**src/rtl/regfile_dump_reader.sv**
```systemverilog
// regfile_dump_reader: walks registers 0..NREGS-1 through one asynchronous
// register-file read port and streams each as (address, data) over a
// valid/ready interface for the debug UART / trace FIFO.
module regfile_dump_reader #(
    parameter int DWIDTH = 32,
    parameter int WIDTH  = 5,
    parameter int NREGS  = 32
) (
    input  logic              Clk,
    input  logic              Rst,
    input  logic              Start,
    input  logic              Abort,
    output logic [WIDTH-1:0]  RA,
    input  logic [DWIDTH-1:0] RD,
    output logic              Out_Valid,
    input  logic              Out_Ready,
    output logic [DWIDTH-1:0] Out_Data,
    output logic [WIDTH-1:0]  Out_Addr,
    output logic              Out_Last,
    output logic              Busy,
    output logic              Done
);

    typedef enum logic [1:0] {
        ST_IDLE,
        ST_READ,
        ST_HOLD,
        ST_DONE
    } state_t;

    // One extra index bit so NREGS == 2**WIDTH reaches the last register
    // without the counter wrapping.
    localparam logic [WIDTH:0] LAST_IDX = (WIDTH+1)'(NREGS - 1);
    localparam logic [WIDTH:0] IDX_ONE  = (WIDTH+1)'(1);

    state_t              state_reg, state_next;
    logic [WIDTH:0]      index_reg, index_next;
    logic                start_reg, start_next;
    logic [WIDTH-1:0]    ra_reg, ra_next;
    logic                valid_reg, valid_next;
    logic [DWIDTH-1:0]   data_reg, data_next;
    logic [WIDTH-1:0]    addr_reg, addr_next;
    logic                last_reg, last_next;
    logic                busy_reg, busy_next;
    logic                done_reg, done_next;

    assign RA        = ra_reg;
    assign Out_Valid = valid_reg;
    assign Out_Data  = data_reg;
    assign Out_Addr  = addr_reg;
    assign Out_Last  = last_reg;
    assign Busy      = busy_reg;
    assign Done      = done_reg;

    // State and output registers; reset wins over every other input.
    always_ff @(posedge Clk) begin
        if (Rst) begin
            state_reg <= ST_IDLE;
            index_reg <= '0;
            start_reg <= 1'b0;
            ra_reg    <= '0;
            valid_reg <= 1'b0;
            data_reg  <= '0;
            addr_reg  <= '0;
            last_reg  <= 1'b0;
            busy_reg  <= 1'b0;
            done_reg  <= 1'b0;
        end else begin
            state_reg <= state_next;
            index_reg <= index_next;
            start_reg <= start_next;
            ra_reg    <= ra_next;
            valid_reg <= valid_next;
            data_reg  <= data_next;
            addr_reg  <= addr_next;
            last_reg  <= last_next;
            busy_reg  <= busy_next;
            done_reg  <= done_next;
        end
    end

    // Next-state and next-output logic for the dump sequencer.
    always_comb begin
        state_next = state_reg;
        index_next = index_reg;
        ra_next    = ra_reg;
        valid_next = valid_reg;
        data_next  = data_reg;
        addr_next  = addr_reg;
        last_next  = last_reg;

        // Start is registered once before the sequencer acts on it, so the
        // first word appears two edges after the Start edge. Only a fresh
        // request seen while idle is latched; requests in any other state
        // (including the Done cycle) are dropped.
        start_next = (state_reg == ST_IDLE) && !start_reg && Start;

        case (state_reg)
            ST_IDLE: begin
                ra_next = '0;
                if (start_reg) begin
                    index_next = '0;
                    ra_next    = '0;
                    state_next = ST_READ;
                end
            end

            ST_READ: begin
                if (Abort) begin
                    ra_next    = '0;
                    state_next = ST_IDLE;
                end else begin
                    // RD reflects RA == index this cycle; capture it now so
                    // each word is coherent with its own capture edge.
                    data_next  = RD;
                    addr_next  = index_reg[WIDTH-1:0];
                    last_next  = (index_reg == LAST_IDX);
                    valid_next = 1'b1;
                    state_next = ST_HOLD;
                end
            end

            ST_HOLD: begin
                if (Abort) begin
                    valid_next = 1'b0;
                    ra_next    = '0;
                    state_next = ST_IDLE;
                end else if (Out_Ready) begin
                    valid_next = 1'b0;
                    if (last_reg) begin
                        ra_next    = '0;
                        state_next = ST_DONE;
                    end else begin
                        index_next = index_reg + IDX_ONE;
                        ra_next    = index_next[WIDTH-1:0];
                        state_next = ST_READ;
                    end
                end
            end

            ST_DONE: begin
                ra_next    = '0;
                state_next = ST_IDLE;
            end

            default: begin
                state_next = ST_IDLE;
            end
        endcase

        busy_next = (state_next == ST_READ) || (state_next == ST_HOLD);
        done_next = (state_next == ST_DONE);
    end

endmodule

```
**config.mk**
```make
export PLATFORM = sky130hd
export DESIGN_NAME = regfile_dump_reader
export DESIGN_NICKNAME = d
export VERILOG_FILES = /design/src/rtl/regfile_dump_reader.sv
export SDC_FILE = /design/constraint.sdc
export NUM_CORES = 1
export LEC_CHECK = 0
export CELL_PAD_IN_SITES_DETAIL_PLACEMENT = 1
export CELL_PAD_IN_SITES_GLOBAL_PLACEMENT = 1
export CORE_AREA = 10 10 86 117
export DETAILED_ROUTE_END_ITERATION = 10
export DIE_AREA = 0 0 96 127
export GPL_ROUTABILITY_DRIVEN = 0
export PLACE_DENSITY = 0.71
export SYNTH_ARGS = -nofsm -noshare
export SYNTH_HDL_FRONTEND = slang
export SYNTH_SLANG_ARGS = --single-unit
export TNS_END_PERCENT = 5
```
**constraint.sdc**
```tcl
create_clock -name Clk -period 1.6 [get_ports Clk]
set_clock_uncertainty 0.05 [all_clocks]
set_input_delay 0.4 -clock Clk [delete_from_list [all_inputs] [get_ports Clk]]
set_output_delay 0.4 -clock Clk [all_outputs]
set_load 0.03 [all_outputs]
```
==> results.ini, run 1 <==
[clock_network]
clock_latency_ns=0.29
cts.htree.levels=2
cts_buffer_depth=2
clk_pin_slew_ns=0.07
cts-root-buf=clkbuf_16
tritoncts=done
cts_sinks=55
postCtsSetupRepairBufs=0
ctsHoldBuffers=0
numCtsBuffers=5

[worst_setup_path]
required_ns=1.15
critical_path_depth=1
endpoint_kind=primary output
crit_family=buffers and inverters
arrival_ns=1.09
critPathMaxStageDelay_ns=0.43
reg2regPathDepth=3
cp_max_fo=2
start_kind=register
critical_path.cell_chain=dlygate4sd2_1
cp_slowest_cell=dlygate4sd2_1
critPathBufInv=1
path_class=register to primary output

[floorplan]
chipHeight_um=127
core_area_um2=8000
initial_core_util=0.260
placementRows=39
die_width_um=96
ios=83
die_area_um2=12200

[detailed_routing]
ant_nets=0
dr.pass1.iters=4
drc_errors=0
avgViaCountPerCell=4.55
vias=1999
drt_iter0_drc=57
wl_per_cell_um=15.1
routed_wl_um=6620

[yosys]
yosys.area_share.simple=0.241
synth_top_family_by_area=simple AND/OR/NAND/NOR gates
synth_seq_area_share=0.530
syn_inst=243
synth_cell_type_count=33
syn_nets=282
synthXorXnorAreaFrac=0.0126
synth-warning-count=0
synth_area_um2=2080
muxShareOfSynthArea=0.0108
synth-seq-cells=55
synth_area_per_cell_um2=8.55
synth_compound_area_frac=0.159
synthAdderAreaFrac=0.0120

[cells_and_area]
drive_gt1_frac=0.122
area_growth_pct=56.8
largest_reg_flops=32
diodes=0
nets=375

[grt]
grt_max_degree=39
grt_pass1_vias=2065
globalRouteOverflowTotal=0
antenna_found_initial=0
grt_pass1_wl_um=10300
grt_usage=0.106

[place]
dpl.hpwl_um=4970
place_ws_ns=-0.440
portBuffers=82

[sta]
slew_headroom=0.723
rsz0062_at_grt=no
tightest_slew_ns=0.415
maxSlewViolCount=0
layout_min_cycle_time_ns=1.54
holdWs_ns=0.402
layout_setup_ws_ns=0.0593
max_freq_ghz=0.649
setup_viol=0
period_share=0.963
hold_violations=0

[power_and_ir_drop]
p_sw_mw=0.636
p_leak_nw=1.36
p_clk_frac=0.388
pwr-share-seq=0.509
p_per_area_nw_per_um2=844
p_int_mw=2.11
ir_drop_mv=0.605
power_mw=2.75
p_sw_frac=0.232
p_comb_frac=0.103

[min_path]
hp-class=register to register
hold_depth=2

[flow_run]
maxCapViolCount=0

[outcome]
outcome=finished clean

==> layer usage <==
layer	GRT usage	vias to the layer above	part of all wire
li1	-	1001	-
met1	0.114	944	0.41
met2	0.190	49	0.52
met3	0.0328	5	0.063
met4	0.0313	0	0.011
met5	0	-	0
==> power by group through the flow <==
stage          Combinational (mW)  Sequential [mW]  Clock (mW)
2_1_floorplan              0.0811             1.47           0
3_3_place_gp                0.287             1.43           0
3_5_place_dp                0.294             1.43           0
4_1_cts                     0.285             1.40        1.12
5_1_grt                     0.307             1.40        1.17
6_report                    0.283             1.40        1.07
==> what timing repair did <==
action                                  CTS  global route
endpoints found under the setup margin   94            11
pin swaps                                 1             4
endpoints found under the hold margin     0             0
gates resized for setup                  52             9
==> placed cells by master, fill, tap and decap left out, drive strengths merged, types with 3 or more instances in the layout <==
master	instances
nand2	76
dfxtp	55
dlygate4sd2	46
a21oi	42
clkdlybuf4s50	33
buf	20
clkbuf	7
nor2b	6
nor3b	5
o2bb2ai	5
nand2b	4
nor2	3
nor3	3
nand3	3
a22o	3
==> cell usage after synthesis (all sizes together) <==
cell type	number	share of area
a211oi	2	0.0072
a21oi	42	0.10
a22o	3	0.013
a311oi	1	0.0042
buf	6	0.017
clkbuf	9	0.016
dfxtp	55	0.53
ha	2	0.012
inv	1	0.0018
mux2	2	0.011
nand2	76	0.14
nand2b	4	0.012
nand3	3	0.0072
nand3b	2	0.0072
nand4bb	1	0.0054
nor2	3	0.0054
nor2b	6	0.018
nor3	3	0.0072
nor3b	5	0.020
nor4	1	0.0030
o21a	1	0.0036
o21ai	2	0.0048
o221ai	1	0.0042
o2bb2ai	5	0.021
or3	1	0.0054
or3b	2	0.0084
or4	1	0.0036
xnor2	1	0.0042
xor2	2	0.0084
==> worst register-to-register path, delay by kind of cell (launching register included) <==
family          cells  cell delay [ns]
simple gates        2             0.85
flops               1             0.37
compound gates      1             0.15
==> worst paths after layout <==
| check | startpoint | to | slack, ns |
|---|---|---|---|
| max | RA[0] | RA[0] | 0.06 |
| min | Out_Data[9] | Out_Data[9] | 0.40 |
| max reg2reg | state_reg[0] | Out_Last | 0.12 |
| min reg2reg | Out_Data[9] | Out_Data[9] | 0.40 |
==> kinds of logic (layout without fill, tap and decap cells) <==
logic type	Yosys count	count (layout)
AND/OR/NAND/NOR	108	108
AO/OA/AOI/OAI	57	57
flip-flops	55	55
buffers and inverters	16	110
XOR/XNOR	3	3
adder cells (fa/ha/maj)	2	2
multiplexers	2	2
==> final cells by class <==
type                       count  area, µm²
clock buffer                   6        129
clock inverter                 2       12.5
fill                         950       4740
inverter                       1       3.75
multi-input combinational    172        972
sequential                    55       1100
tap                          102        128
timing repair buffer         101        911
==> stage by stage <==
step	std cells	utilization	instance area (µm²)	setup TNS, ns
floorplan	243	-	2080	0
global route	439	0.407	3260	0
CTS	439	0.402	3210	-0.0128
detailed placement	431	0.389	3110	-17.58
global placement	431	0.389	3110	-15.50
finish	439	0.407	3260	0
No activity file was read; power rests on OpenSTA's default activity.
==> run 2: changes to the inputs <==
Settings changed: CAP_MARGIN from default to 30, GPL_ROUTABILITY_DRIVEN 0 to 1.
==> results of run 2 <==
Final layout, timing and power as in run 1 (identical DEF).
==> run 3: changes to the inputs <==
Settings changed: GPL_ROUTABILITY_DRIVEN 1 to default.
==> results of run 3 <==
Final layout, timing and power as in run 1 (identical DEF).
